[config.mk]
export PLATFORM = sky130hd
export DESIGN_NAME = uart_rx_param
export DESIGN_NICKNAME = d
export VERILOG_FILES = /design/src/rtl/uart_pkg.sv /design/src/rtl/uart_os_tick.sv /design/src/rtl/uart_rx_param.sv
export SDC_FILE = /design/constraint.sdc
export NUM_CORES = 1
export LEC_CHECK = 0
export ABC_AREA = 1
export BUFFER_PORTS_ARGS = -buffer_cell sky130_fd_sc_hd__clkbuf_2
export CAP_MARGIN = 20
export CORE_MARGIN = 10
export CORE_UTILIZATION = 30
export CTS_CLUSTER_DIAMETER = 30
export DETAILED_ROUTE_END_ITERATION = 7
export PLACE_DENSITY = 0.57
export SYNTH_ARGS = -nofsm -noshare
export SYNTH_HDL_FRONTEND = slang
export SYNTH_SLANG_ARGS = --single-unit
export TNS_END_PERCENT = 1
[constraint.sdc]
create_clock -name clock -period 1.7 [get_ports clock]
set_input_delay 0.085 -clock clock [delete_from_list [all_inputs] [get_ports clock]]
set_output_delay 0.085 -clock clock [all_outputs]
set_load 0.01 [all_outputs]
[src/rtl/uart_pkg.sv]
`default_nettype none
// ============================================================================
// Module   : uart_pkg
// Brief    : Shared constants, state encoding and baud divider helper for the
//            parametrised UART blocks.
// Revision : 1.0 - initial release
// ============================================================================
package uart_pkg;

    localparam int PARITY_NONE = 0;
    localparam int PARITY_EVEN = 1;
    localparam int PARITY_ODD  = 2;

    localparam int DEFAULT_OVERSAMPLE = 16;

    typedef enum logic [2:0] {
        IDLE      = 3'd0,
        START     = 3'd1,
        DATA      = 3'd2,
        PARITY    = 3'd3,
        STOP      = 3'd4,
        WAIT_HIGH = 3'd5
    } uart_state_e;

    // Clocks per oversample tick, rounded to nearest and never below 1.
    function automatic int calc_div(input int clk_hz, input int baud, input int oversample);
        int denom;
        int div;
        denom = baud * oversample;
        div   = (clk_hz + denom / 2) / denom;
        return (div < 1) ? 1 : div;
    endfunction

endpackage
`default_nettype wire

[src/rtl/uart_os_tick.sv]
`default_nettype none
// ============================================================================
// Module   : uart_os_tick
// Brief    : Enable-gated, restartable oversample tick generator; one-clock
//            pulse every DIV clocks while enabled.
// Revision : 1.0 - initial release
// ============================================================================
module uart_os_tick #(
    parameter int DIV = 1
) (
    input  logic clock,
    input  logic reset,
    input  logic enable,
    input  logic restart,
    output logic tick
);

    localparam int              c_cw   = (DIV > 1) ? $clog2(DIV) : 1;
    localparam logic [c_cw-1:0] c_last = c_cw'(DIV - 1);

    logic [c_cw-1:0] r_cnt;

    always_ff @(posedge clock or negedge reset) begin
        if (!reset) begin
            r_cnt <= '0;
        end else if (!enable || restart || (r_cnt == c_last)) begin
            r_cnt <= '0;
        end else begin
            r_cnt <= r_cnt + 1'b1;
        end
    end

    assign tick = enable && !restart && (r_cnt == c_last);

endmodule
`default_nettype wire

[src/rtl/uart_rx_param.sv]
`default_nettype none
// ============================================================================
// Module   : uart_rx_param
// Brief    : Parametrised UART receiver with majority-vote sampling, glitch
//            rejection, break detection and valid/ready output holding stage.
// Revision : 1.0 - initial release
// ============================================================================
module uart_rx_param
    import uart_pkg::*;
#(
    parameter int CLK_HZ      = 50000000,
    parameter int BAUD        = 115200,
    parameter int OVERSAMPLE  = DEFAULT_OVERSAMPLE,
    parameter int DATA_BITS   = 8,
    parameter int PARITY_MODE = PARITY_NONE,
    parameter int STOP_BITS   = 1
) (
    input  logic                 clock,
    input  logic                 reset,
    input  logic                 rx_data,
    output logic [DATA_BITS-1:0] rx_word,
    output logic                 rx_valid,
    input  logic                 rx_ready,
    output logic                 parity_err,
    output logic                 frame_err,
    output logic                 break_det,
    output logic                 overrun_err
);

    localparam int               c_div      = calc_div(CLK_HZ, BAUD, OVERSAMPLE);
    localparam int               c_tcw      = $clog2(OVERSAMPLE);
    localparam int               c_bcw      = $clog2(DATA_BITS);
    localparam logic [c_tcw-1:0] c_tc_s0    = c_tcw'(OVERSAMPLE / 2 - 1);
    localparam logic [c_tcw-1:0] c_tc_s1    = c_tcw'(OVERSAMPLE / 2);
    localparam logic [c_tcw-1:0] c_tc_dec   = c_tcw'(OVERSAMPLE / 2 + 1);
    localparam logic [c_tcw-1:0] c_tc_last  = c_tcw'(OVERSAMPLE - 1);
    localparam logic [c_bcw-1:0] c_bit_last = c_bcw'(DATA_BITS - 1);
    localparam logic             c_stop_last = 1'(STOP_BITS - 1);

    logic                 r_sync1, r_sync2, r_rxs_d;
    uart_state_e          r_state;
    logic [c_tcw-1:0]     r_tc;
    logic [c_bcw-1:0]     r_bitcnt;
    logic                 r_stopcnt;
    logic                 r_s0, r_s1;
    logic [DATA_BITS-1:0] r_shift;
    logic                 r_par_bit, r_perr, r_ferr;
    logic [DATA_BITS-1:0] r_word;
    logic                 r_valid, r_perr_o, r_ferr_o, r_brk_o, r_ovr;

    logic w_rxs, w_tick, w_start_edge, w_majority, w_decide, w_bit_end;
    logic w_par_exp, w_deliver, w_ferr_final, w_brk, w_xfer;

    assign w_rxs        = r_sync2;
    assign w_start_edge = (r_state == IDLE) && r_rxs_d && !w_rxs;
    assign w_majority   = (r_s0 & r_s1) | (r_s0 & w_rxs) | (r_s1 & w_rxs);
    assign w_decide     = w_tick && (r_tc == c_tc_dec);
    assign w_bit_end    = w_tick && (r_tc == c_tc_last);
    assign w_par_exp    = (PARITY_MODE == PARITY_ODD) ? ~(^r_shift) : ^r_shift;
    assign w_deliver    = (r_state == STOP) && w_decide && (r_stopcnt == c_stop_last);
    assign w_ferr_final = r_ferr | ~w_majority;
    // A parity bit that was sampled high means the line was not a plain break.
    assign w_brk        = w_ferr_final && (r_shift == '0) &&
                          ((PARITY_MODE == PARITY_NONE) || !r_par_bit);
    assign w_xfer       = r_valid & rx_ready;

    uart_os_tick #(
        .DIV(c_div)
    ) u_os_tick (
        .clock  (clock),
        .reset  (reset),
        .enable (r_state != IDLE),
        .restart(w_start_edge),
        .tick   (w_tick)
    );

    always_ff @(posedge clock or negedge reset) begin
        if (!reset) begin
            r_sync1   <= 1'b1;
            r_sync2   <= 1'b1;
            r_rxs_d   <= 1'b1;
            r_state   <= IDLE;
            r_tc      <= '0;
            r_bitcnt  <= '0;
            r_stopcnt <= 1'b0;
            r_s0      <= 1'b1;
            r_s1      <= 1'b1;
            r_shift   <= '0;
            r_par_bit <= 1'b0;
            r_perr    <= 1'b0;
            r_ferr    <= 1'b0;
        end else begin
            r_sync1 <= rx_data;
            r_sync2 <= r_sync1;
            r_rxs_d <= w_rxs;
            if (w_tick) begin
                if (r_tc == c_tc_s0) r_s0 <= w_rxs;
                if (r_tc == c_tc_s1) r_s1 <= w_rxs;
                r_tc <= (r_tc == c_tc_last) ? '0 : r_tc + 1'b1;
            end
            case (r_state)
                IDLE: begin
                    r_tc <= '0;
                    if (w_start_edge) begin
                        r_state   <= START;
                        r_bitcnt  <= '0;
                        r_stopcnt <= 1'b0;
                        r_perr    <= 1'b0;
                        r_ferr    <= 1'b0;
                    end
                end
                START: begin
                    if (w_decide && w_majority) r_state <= IDLE;
                    else if (w_bit_end)         r_state <= DATA;
                end
                DATA: begin
                    if (w_decide) r_shift <= {w_majority, r_shift[DATA_BITS-1:1]};
                    if (w_bit_end) begin
                        if (r_bitcnt == c_bit_last)
                            r_state <= (PARITY_MODE != PARITY_NONE) ? PARITY : STOP;
                        else
                            r_bitcnt <= r_bitcnt + 1'b1;
                    end
                end
                PARITY: begin
                    if (w_decide) begin
                        r_par_bit <= w_majority;
                        r_perr    <= (w_majority != w_par_exp);
                    end
                    if (w_bit_end) r_state <= STOP;
                end
                STOP: begin
                    if (w_decide) begin
                        r_ferr <= w_ferr_final;
                        // Leave half a bit early on a clean stop to resync on the next edge.
                        if (r_stopcnt == c_stop_last)
                            r_state <= w_ferr_final ? WAIT_HIGH : IDLE;
                    end else if (w_bit_end) begin
                        r_stopcnt <= r_stopcnt + 1'b1;
                    end
                end
                WAIT_HIGH: begin
                    if (w_rxs) r_state <= IDLE;
                end
                default: r_state <= IDLE;
            endcase
        end
    end

    always_ff @(posedge clock or negedge reset) begin
        if (!reset) begin
            r_word   <= '0;
            r_valid  <= 1'b0;
            r_perr_o <= 1'b0;
            r_ferr_o <= 1'b0;
            r_brk_o  <= 1'b0;
            r_ovr    <= 1'b0;
        end else begin
            if (w_deliver && (!r_valid || rx_ready)) begin
                r_word   <= r_shift;
                r_perr_o <= (PARITY_MODE != PARITY_NONE) && r_perr;
                r_ferr_o <= w_ferr_final;
                r_brk_o  <= w_brk;
                r_valid  <= 1'b1;
            end else if (w_xfer) begin
                r_valid <= 1'b0;
            end
            if (w_xfer)                    r_ovr <= 1'b0;
            else if (w_deliver && r_valid) r_ovr <= 1'b1;
        end
    end

    assign rx_word     = r_word;
    assign rx_valid    = r_valid;
    assign parity_err  = r_perr_o;
    assign frame_err   = r_ferr_o;
    assign break_det   = r_brk_o;
    assign overrun_err = r_ovr;

endmodule
`default_nettype wire

# == Word level (Yosys, flattened, before mapping) ==
# Cells that the tools add are included.
# totals
register_bits,42
latch_bits,0
ramBits,0
rom_bits,0
out_inout_bits,13
elab_cells,115
memories,0
# op_classes
addsub,4
multipliers,0
n_div,0
n_lt_le_gt_ge,0
n_eq_ne,22
shift,0
n_mux,29
bitwise,9
n_reduce_logical,34
# ops
cell,count
$mux W3,13
$ne A2 B2 Y1 const B,9
$pmux W3 S6,1
$eq A4 B4 Y1 const B,3
$logic_and A1 B1 Y1,12
$mux W4,3
$reduce_bool A2 Y1,5
$eq A3 B3 Y1 const B,3
$logic_not A8 Y1,1
$mux W1,8
$reduce_and A4 Y1,2
$reduce_and A8 Y1,1
$eq A3 B2 Y1 const B,2
$pmux W3 S2,1
$reduce_and A2 Y1,3
$add A5 B1 Y5 const B,1
$eq A5 B5 Y1 const B,1
$mux W5,1
$add A4 B1 Y4 const B,1
$and A1 B1 Y1,4
$eq A4 B3 Y1 const B,1
$logic_not A1 Y1,4
$pmux W1 S2,2
$add A3 B1 Y3 const B,1
10 further kinds,15

# == Logic depth before layout (Yosys ltp) ==
# Gate-level depths: netlist (run 1).
# logic_depth
word_depth,12
depth_mapped,13
mapped_depth_nobuf,13

# == Modules after synthesis ==
# A second synthesis (run 1) with hierarchy kept.
# unflattened
cells_unflattened,239
area_unflattened_um2,2107.0
# modules_own_cells
module,n_inst,cells_per_inst,area_each_um2,seq_area_each_um2
uart_rx_param,1,207,1841.8,932.1
uart_os_tick,1,32,265.3,125.1

# == Worst setup path before layout (run 1) ==
# Ideal clock, no wire load.
# synth_path
path_type,flip-flop to flip-flop
from,reg u_os_tick.r_cnt[0]
to,reg r_brk_o (netlist: break_det)
setup_time_ns,0.117
arrival_ns,1.431
t_required_ns,1.583
path_slack_ns,0.152
stages_incl_launch_ff,13
path_buffers,1
path_cell_list,dfrtp_1 inv_1 ha_1 nand2_1 nor2_2 nand2_4 inv_4 nand2_4 nor2_4 nand2_4 buf_6 nand2_1 nand2_1
# synth_between
elab_chain_len,6
# synth_lines
element,line,rtl
start: declaration,uart_os_tick.sv:21,logic [c_cw-1:0] r_cnt;
start signal: assignment,uart_os_tick.sv:29,r_cnt <= r_cnt + 1'b1;
$eq A5 B5 Y1,uart_os_tick.sv:33,assign tick = enable && !restart && (r_cnt == c_last);
$logic_and A1 B1 Y1,uart_os_tick.sv:33,
$logic_and A1 B1 Y1,uart_rx_param.sv:57,assign w_decide = w_tick && (r_tc == c_tc_dec);
$logic_and A1 B1 Y1 (2 in series),uart_rx_param.sv:60,assign w_deliver = (r_state == STOP) && w_decide && (r_stopcnt == c_stop_last);
$logic_and A1 B1 Y1,uart_rx_param.sv:159,if (w_deliver && (!r_valid || rx_ready)) begin
end signal: assignment,uart_rx_param.sv:163,r_brk_o <= w_brk;
end: declaration,uart_rx_param.sv:49,"logic r_valid, r_perr_o, r_ferr_o, r_brk_o, r_ovr;"
# No other way between the ends.
# A chain may end at the register's enable or synchronous reset.

# == Worst setup path after layout (run 1) ==
# layout_path
from,reg u_os_tick.r_cnt[0]
to,reg r_word[1] (netlist: rx_word[1])
# layout_between
elab_chain_len,6
# layout_lines
element,line,rtl
$eq A5 B5 Y1,uart_os_tick.sv:33,
$logic_and A1 B1 Y1,uart_os_tick.sv:33,
$logic_and A1 B1 Y1,uart_rx_param.sv:57,
$logic_and A1 B1 Y1 (2 in series),uart_rx_param.sv:60,
$logic_and A1 B1 Y1,uart_rx_param.sv:159,
end signal: assignment,uart_rx_param.sv:160,r_word <= r_shift;
end: declaration,uart_rx_param.sv:48,logic [DATA_BITS-1:0] r_word;
# No other way between the ends.

==> metrics, run 1 <==
Pwr Total=0.00261 W; Setup crit start=u_os_tick.r_cnt[0]; final wirelength=a little under 4000 µm; RSZ-0062 raised after global routing=true; DRC=0; outcome=completed; GPL Wtd Cong=slightly below 0.9; slew at the pin closest to its max-slew limit=~540 ps; clk_skew=around 14 ps; CTS tree=yes; WHS=about 360 ps; highest clock rate=just over 0.6 GHz; fin. max-slew vios=0; Hold Crit Class=reg -> reg; I/O Buffers=15; Worst EP arrival=between 1500 and 2000 ps; Tcrit/Tclk final=95.7%; Initial Utilization=between 30% and 40%; register area share after synthesis=between 50 and 60%; Clock Power Share=a little over a quarter; top cell type's share of synthesized area=between 40% and 50%; clock slew seen by the registers of the worst setup and hold paths=approximately 90 ps; Comb pwr share=28.0%; Post-synth ARST share=100%; ANT cells=0; area delta synth->final=21.2%; post-route cell area=around 2400 µm²; # fillers=~670; multi-input gate area in the final layout=around 840 µm²; PD cells=~1100 nW/µm²; setup ws final=roughly 72 ps; Die Wd=slightly above 100 µm; synthesized flop and latch total=42; Mapped Area=~2000 µm²; first-pass GRT wire length=approximately 6500 µm; Antenna Violating Nets Remaining=0; CTS Buffer Depth=2; die footprint=approximately 10,000 µm²; XOR/XNOR share of the synthesized area=under 10%; Setup WS pre-CTS=-41.7 ps; main combinational cell family by area after synthesis=simple AND/OR/NAND/NOR gates; Net Sw Power=approximately 0.00095 W; IR drop worst, VDD=between 0.5 and 0.6 mV; # H-tree levels=2; HP Start=r_sync1; pin count of the biggest net entering global routing=43; Main synth FF type=dfrtp_1; Area after DPL=approximately 2100 µm²; Min Clock Period, post-route=around 1600 ps; mux contribution to synthesized area=0%; CP startpoint kind=flip-flop; FF/Latch Area=1060 µm²; vias per cell=4.62; Routed WL per cell=between 10 and 15 µm; Int Power=0.00166 W; Initial DRC Count=between 80 and 90; Crit. End Element=flip-flop; vias=around 1,600; Num CTS Buffers=5; clk sinks=between 40 and 50; sequential fraction of design power=between 40% and 50%; Synth Area in Compound Gates=8.52%; GRT Overall Usage=under 10%; final hold violations=0; Synthesis Warnings=0; CTS Root Cell=clkbuf_8; Final nets=271; Post-synth EDFFs=0; setup_tns=0 ps; endpoints failing setup=0; worst flop-to-flop path startpoint=u_os_tick.r_cnt[0]; Synth area leader=dfrtp_1; Slew HR=around 64%; commonest non-fill, non-tap cell in the layout=nand2_1; number of iterations in the first detailed-routing pass=5; Max FO, Critical Path=9; post-DP HPWL=roughly 2600 µm; Cell Rows=29; most frequent cells in the layout=nand2_1, dfrtp_1, inv_1, o21ai_1, clkbuf_2; die span in y=just over 100 µm; core area=roughly 6400 µm²; post-synthesis adder-cell area fraction=around 4.4%; worst skew pair latency=310 ps; initial antenna violation count=0; most area-consuming cells after synthesis=dfrtp_1, nand2_1, dfstp_2; Post-Synth Simple-Gate Area=about a quarter; Synth cell types=29; post-synth net total=~240; Syn Inst Count=between 200 and 250; vias in the first global route=1,449; share of layout cells above drive strength 1=24.1%; data required time of the worst path=between 1500 and 2000 ps; max-cap viol count=0; CP Class=reg -> reg; grt total ovfl=0; post-synthesis area per instance=8.77 µm²; num ports=17; sw frac=~36%; Leak=1.14 nW
[power by group through the flow]
stage | Sequential [W] | Combinational [W] | Clock [W]
2_1_floorplan | 0.00120 | 0.000525 | 0
3_3_place_gp | 0.00122 | 0.000660 | 0
3_5_place_dp | 0.00122 | 0.000671 | 0
4_1_cts | 0.00120 | 0.000703 | 0.000712
5_1_grt | 0.00122 | 0.000839 | 0.000749
6_report | 0.00120 | 0.000729 | 0.000678
[registers in the layout, summed over array words and instances (netlist names), 3 cells and up]
| signal | count |
|---|---|
| r_bitcnt | 3 |
| rx_word | 8 |
| r_shift | 8 |
| r_tc | 4 |
| u_os_tick.r_cnt | 5 |
| r_state | 3 |
[final timing paths]
path	to	slack (ps)	cells after the start
hold reg to reg	r_sync2	360	0
setup / recovery	rx_word[1]	70	12
min in group asynchronous	rx_word[4]	380	3
max in group asynchronous	r_s0	910	3
hold / removal	r_sync2	360	0
setup reg to reg	rx_word[1]	70	12
[cell type report]
cell class | count | area share [%]
sequential | 42 | 44.0
multi-input combinational | 153 | 35.2
timing repair buffer | 28 | 8.18
inverter | 30 | 4.79
tap | 77 | 4.01
clock buffer | 5 | 2.86
clock inverter | 3 | 0.990
[critical path, cell delays in order (launching register included)]
cell and delay [ps]:
dfrtp_1 390, inv_1 60, ha_2 160, nand2_2 60, nor2_4 120, nand2_4 80, inv_4 70, nand2_4 60
nor2_4 150, buf_6 140, nand2_4 90, nand2_1 90, o21ai_1 60
[cells in the mapped netlist, types with 2 or more instances]
cell type and instances:
buf_4 2, dfrtp_1 37, dfstp_2 5, ha_1 7, inv_1 24, inv_2 4
nand2_1 67, nand2_2 2, nand2_4 4, nand3_1 12, nand4_1 3, nor2_1 10
nor2_2 3, nor4_1 2, o21ai_0 8, o21ai_1 19, o22ai_1 2, xnor2_1 2
xor2_1 3
[stage by stage]
stage | utilization, % | std cells
floorplan | - | 226
global placement | 33.5 | 317
detailed placement | 33.5 | 317
CTS | 35.9 | 330
global route | 37.6 | 338
finish | 37.6 | 338
[cell families (layout without fill, tap and decap cells)]
kind of cell,Yosys count,count (layout)
and+or+nand+nor,106,108
DFF,42,42
buffers and inverters,33,66
AOI/OAI and AO/OA,32,32
adders and majority gates,7,7
xor gates and xnor gates,5,5
other,1,1
[routing by layer]
layer	track usage, %	routed length (µm)
met5	0	0
met4	3.86	61
met3	2.52	209
met2	11.9	1800
met1	9.32	1900
[what timing repair did]
| action | in CTS | in global routing |
|---|---|---|
| endpoints found under the setup margin | 1 | 23 |
| endpoints found under the hold margin | 39 | 0 |
| cloned | 0 | 2 |
| hold buffers | 3 | 0 |
| setup buffers | 2 | 6 |
| gates resized for setup | 2 | 9 |
| pin swaps | 1 | 4 |
(Power assumes the default switching activity.)
==> inputs of run 2 (changes only) <==
Settings changed: BUFFER_PORTS_ARGS -buffer_cell sky130_fd_sc_hd__clkbuf_2 to -buffer_cell sky130_fd_sc_hd__buf_2, CORE_UTILIZATION 30 to 60, PLACE_DENSITY 0.57 to 0.91.
Clock period 1.7 ns to 2 ns, I/O delays scaled along.
==> run 2 against run 1 <==
Net effect:
- clock power is 38% lower
- total power is 24% lower
- maximum frequency is 2.1% lower
- global-route usage is 4.5 points higher
- critical path type unchanged
- first-iteration DRC count is 22% lower
- sequential power is 15% lower
- critical path depth is 1 lower
- combinational power is 25% lower
- critical endpoint is now r_state[0]
- largest power group unchanged
==> metrics, run 2 (synthesis results as in run 1) <==
Tcrit/Tclk final=83.2% (-13 points); number of iterations in the first detailed-routing pass=4 (-1); grt total ovfl=0 (unchanged); setup_tns=0 ps (unchanged); max-cap viol count=0 (unchanged); commonest non-fill, non-tap cell in the layout=nand2_1; IR drop worst, VDD=0.633 mV (+8.6%); cell mode on critical path=nand2_1; post-CTS setup buffer count=0 (-2); worst skew pair latency=350 ps (+40 ps); WHS=366 ps (+6.40 ps); CTS Root Cell=clkbuf_4; clock slew seen by the registers of the worst setup and hold paths=120 ps (+30 ps); share of layout cells above drive strength 1=17.7% (-6.5 points); Die Wd=77.5 µm (-24%); CTS Buffer Depth=2 (unchanged); vias=1,484 (-4.9%); Antenna Violating Nets Remaining=0 (unchanged); PD cells=914 nW/µm² (-16%); die footprint=6000 µm² (-41%); post-DP HPWL=2610 µm (unchanged); Pwr Total=0.00199 W (-24%); Max FO, Critical Path=4 (-5); Initial Utilization=63.9% (+33 points); vias in the first global route=1,444 (-0.35%); fin. max-slew vios=0 (unchanged); I/O Buffers=15 (unchanged); final hold violations=0 (unchanged); die span in y=77.5 µm (-24%); Cell Rows=20 (-31%); clk_skew=10.9 ps (-2.85 ps); # H-tree levels=2 (unchanged); Comb pwr share=27.4% (-0.6 points); Final nets=259 (-4.4%); CTS tree=yes; area delta synth->final=9.91%; Clock Power Share=21.2% (-4.8 points); slew at the pin closest to its max-slew limit=880 ps (+345 ps); highest clock rate=0.601 GHz (-2.1%); RSZ-0062 raised after global routing=false; CP Class=reg -> reg; Hold Crit Class=reg -> reg; GRT Overall Usage=12.1% (+4.5 points); Net Sw Power=0.000729 W (-23%); ANT cells=0 (unchanged); slowest CP cell=dfrtp_1; endpoints failing setup=0 (unchanged); vias per cell=5.06 (+9.7%); post-route cell area=2180 µm² (-9.3%); initial antenna violation count=0 (unchanged); GPL Wtd Cong=0.938 (+7.4%); critical path, cell by cell=inv_1, ha_1, inv_1, nor2_1, nand4_1, nand2_1, nand2_1, nand2_1, nand2_1, nand2_1, nand2_1; core area=3100 µm² (-51%); final wirelength=3450 µm (-13%); max incr delay on CP=420 ps (+30 ps); Layout Utilization=70.2% (+33 points); Worst EP arrival=1920 ps (+80 ps); num ports=17 (unchanged); Min Clock Period, post-route=1660 ps (+35.5 ps); data required time of the worst path=2260 ps (+350 ps); Num CTS Buffers=5 (unchanged); CP startpoint kind=flip-flop; Int Power=0.00126 W (-24%); Routed WL per cell=11.8 µm (+0.15%); clk sinks=42 (unchanged); most frequent cells in the layout=nand2_1, dfrtp_1, inv_1, o21ai_1, buf_2; Slew HR=41.3% (-23 points); pin count of the biggest net entering global routing=43 (unchanged); outcome=completed; Leak=1.08 nW (-5.3%); Initial DRC Count=65 (-22%); sequential fraction of design power=51.5% (+5.4 points); DRC=0 (unchanged); Crit. End Element=flip-flop; Area after DPL=2090 µm² (-2.6%); sw frac=36.6% (+0.12 points); first-pass GRT wire length=6090 µm (-6.0%)
run 2: cell types whose count changed in the layout (fill, tap and decap cells not counted), sizes merged:
| cell | delta |
|---|---|
| buf | +5 |
| clkbuf | -15 |
| nand2 | -2 |
| clkinvlp | -1 |
| clkinv | +1 |
run 2: power groups by stage:
stage	registers (W)	logic, W	clock network, W
6_report	0.00102	0.000545	0.000421
5_1_grt	0.00104	0.000643	0.000480
4_1_cts	0.00102	0.000553	0.000439
3_5_place_dp	0.00104	0.000551	0
3_3_place_gp	0.00104	0.000530	0
2_1_floorplan	0.00102	0.000446	0
run 2: per-stage QoR:
stage               setup slack [ps]  instances
detailed placement               353        282
CTS                              313        293
global route                    97.3        293
global placement                 388        282
floorplan                        452        226
finish                           337        293
run 2: final timing paths:
kind,start,end,slack [ps],cells after the start
max in group asynchronous,reset,r_tc[2],1060,2
min in group asynchronous,reset,frame_err,390,2
max,r_tc[1],r_state[0],340,11
min reg2reg,r_sync1,r_sync2,370,0
max reg2reg,r_tc[1],r_state[0],340,11
min,r_sync1,r_sync2,370,0
run 2: layer usage:
| metal | vias up | global-route usage, % | share of wire [%] |
|---|---|---|---|
| met5 | - | 0 | 0 |
| met4 | 0 | 5.11 | 1.5 |
| met3 | 7 | 4.95 | 5.7 |
| met2 | 29 | 20.6 | 48 |
| met1 | 682 | 13.1 | 45 |
| li1 | 766 | - | - |
run 2: final cells by class:
cell class	instances	area (µm²)
Sequential cell	42	1060
Fill cell	237	925
Multi-Input combinational cell	151	783
Inverter	30	115
Timing Repair Buffer	18	105
Tap cell	44	55.1
Clock buffer	5	37.5
Clock inverter	3	25.0
run 2: what timing repair did:
| item | CTS | global route |
|---|---|---|
| hold buffers | 3 | 0 |
| setup endpoints to repair | 0 | 0 |
| resized for setup | 0 | 0 |
| hold endpoints to repair | 39 | 0 |
run 2: critical path, delay by kind of cell, from the launching register on:
kind                       cells  cell delay, ps
adders and majority gates      1             170
buffers and inverters          2             150
DFF                            1             420
and+or+nand+nor                8             850
==> inputs of run 3 (changes only) <==
Settings changed: CORE_UTILIZATION 60 to 52, PLACE_DENSITY 0.91 to 0.85.
Clock period 2 ns to 1.35 ns, I/O delays scaled along.
==> run 3 against run 2 <==
Net effect:
- the run now ends with negative setup slack left
- hold slack worse by 5.7 ps
- critical path depth grew 1
- core utilization about the same
- cell count grew 13%
- first-iteration DRC count fell by 31%
- die area grew 11%
- clock power up 130%
- clock-buffer cell count is the same
- sequential power is 44% higher
- total power rose by 85%
- highest routed layer unchanged
- critical path type unchanged
- largest cell class unchanged
==> metrics, run 3 (synthesis results as in run 1) <==
outcome=finished with violations; failing checks=negative setup slack; pin count of the biggest net entering global routing=43 (unchanged); vias per cell=4.99 (-1.5%); clock slew seen by the registers of the worst setup and hold paths=80 ps (-40 ps); first-pass GRT wire length=6960 µm (+14%); area delta synth->final=29.6%; endpoints failing setup=34 (+34); Slew HR=65.8% (+24 points); final wirelength=4090 µm (+18%); Comb pwr share=33.9% (+6.5 points); vias=1,651 (+11%); die footprint=6680 µm² (+11%); num ports=17 (unchanged); Net Sw Power=0.00122 W (+67%); Pwr Total=0.00369 W (+85%); Antenna Violating Nets Remaining=0 (unchanged); slowest CP cell=dfrtp_1; IR drop worst, VDD=0.940 mV (+49%); core area=3660 µm² (+18%); CTS Root Cell=clkbuf_8; number of iterations in the first detailed-routing pass=4 (unchanged); Hold Crit Class=reg -> reg; post-DP HPWL=2920 µm (+12%); highest clock rate=0.614 GHz (+2.2%); PD cells=1440 nW/µm² (+57%); Cell Rows=22 (+10%); critical path, cell by cell=inv_1, ha_2, nand2_2, nor2_4, nand2_4, inv_4, nand2_4, nor2_4, nand2_8, buf_8, nand2_1, o21ai_1; die span in y=81.7 µm (+5.5%); CTS tree=yes; sw frac=33.0% (-3.6 points); cell family contributing the most delay on the critical path=simple AND/OR/NAND/NOR gates; Initial Utilization=54.1% (-9.7 points); Tcrit/Tclk final=121% (+37 points); Final nets=293 (+13%); clk sinks=42 (unchanged); sequential fraction of design power=39.9% (-12 points); Leak=1.29 nW (+19%); CP startpoint kind=flip-flop; Initial DRC Count=45 (-31%); clk_skew=10.7 ps (-0.258 ps); setup_tns=-4810 ps (-4810 ps); Routed WL per cell=12.3 µm (+4.8%); worst skew pair latency=290 ps (-60 ps); Layout Utilization=70.2% (about the same); ANT cells=0 (unchanged); fin. max-slew vios=0 (unchanged); Min Clock Period, post-route=1630 ps (-35.2 ps); grt total ovfl=0 (unchanged); max-cap viol count=0 (unchanged); vias in the first global route=1,655 (+15%); CTS Buffer Depth=2 (unchanged); DRC=0 (unchanged); share of layout cells above drive strength 1=32.2% (+14 points); slew at the pin closest to its max-slew limit=514 ps (-367 ps); # H-tree levels=2 (unchanged); initial antenna violation count=0 (unchanged); data required time of the worst path=1540 ps (-720 ps); CP Class=reg -> reg; RSZ-0062 raised after global routing=true; CP Buf/Inv Count=3 (+1); I/O Buffers=15 (unchanged); Area after DPL=2310 µm² (+11%); GRT Overall Usage=12.8% (+0.65 points); GPL Wtd Cong=0.869 (-7.3%); commonest non-fill, non-tap cell in the layout=nand2_1; Die Wd=81.7 µm (+5.5%); Crit. End Element=flip-flop; max incr delay on CP=390 ps (-30 ps); # fillers=271 (+14%); Num CTS Buffers=5 (unchanged); most frequent cells in the layout=nand2_1, dfrtp_1, buf_4, inv_1, o21ai_1; setup ws final=-278 ps (-615 ps); Worst EP arrival=1820 ps (-100 ps); Max FO, Critical Path=9 (+5); Int Power=0.00247 W (+96%); final hold violations=0 (unchanged); Clock Power Share=26.2% (+5.0 points); post-route cell area=2570 µm² (+18%)
==> run 3: cell types whose count changed in the layout (fill, tap and decap cells not counted), sizes merged <==
cell / before / now
clkinv: 2 / 3
inv: 30 / 29
buf: 15 / 49
clkinvlp: 1 / 0
bufinv: 0 / 1
==> run 3: worst paths after layout <==
kind                       slack, ps          startpoint  cells past startpoint    endpoint
min                              360             r_sync1                      0     r_sync2
max reg2reg                     -280  u_os_tick.r_cnt[0]                     12  rx_word[4]
max in group asynchronous        610               reset                      3        r_s0
min reg2reg                      360             r_sync1                      0     r_sync2
max                             -280  u_os_tick.r_cnt[0]                     12  rx_word[4]
min in group asynchronous        370               reset                      3  rx_word[2]
==> run 3: repair_timing <==
item | CTS | global route
setup buffers | 0 | 5
endpoints found under the setup margin | 38 | 39
hold buffers | 3 | 0
pin swaps | 0 | 3
endpoints found under the hold margin | 39 | 0
resized for setup | 6 | 22
==> run 3: cell type report <==
cell class / instances / area (µm²) / area share, %
repair buffers: 52 / 375 / 14.6
inverters: 30 / 115 / 4.48
well taps: 48 / 60.1 / 2.34
clock buffers: 5 / 68.8 / 2.68
clock inverters: 3 / 40.0 / 1.56
flip-flops and latches: 42 / 1060 / 41.2
multi-input cells: 151 / 852 / 33.2
==> run 3: metal layers <==
layer / wire [µm] / track usage (%)
met3: 200 / 3.71
met2: 2080 / 23.1
met5: 0 / 0
met1: 1770 / 14.6
met4: 36 / 2.55
==> run 3: power by group through the flow <==
| stage | combinational [W] | clock (W) | sequential [W] |
|---|---|---|---|
| floorplan | 0.000660 | 0 | 0.00151 |
| global placement | 0.00110 | 0 | 0.00149 |
| detailed placement | 0.00114 | 0 | 0.00149 |
| CTS | 0.00118 | 0.000984 | 0.00147 |
| global route | 0.00142 | 0.00104 | 0.00149 |
| finish | 0.00125 | 0.000966 | 0.00147 |
==> run 3: per-stage QoR <==
step	std cells	hold slack, ps	setup WS [ps]
5_1_grt	331	367	-434
2_1_floorplan	226	-228	-176
3_3_place_gp	315	157	-108
6_report	331	360	-278
4_1_cts	326	361	-208
3_5_place_dp	315	171	-187
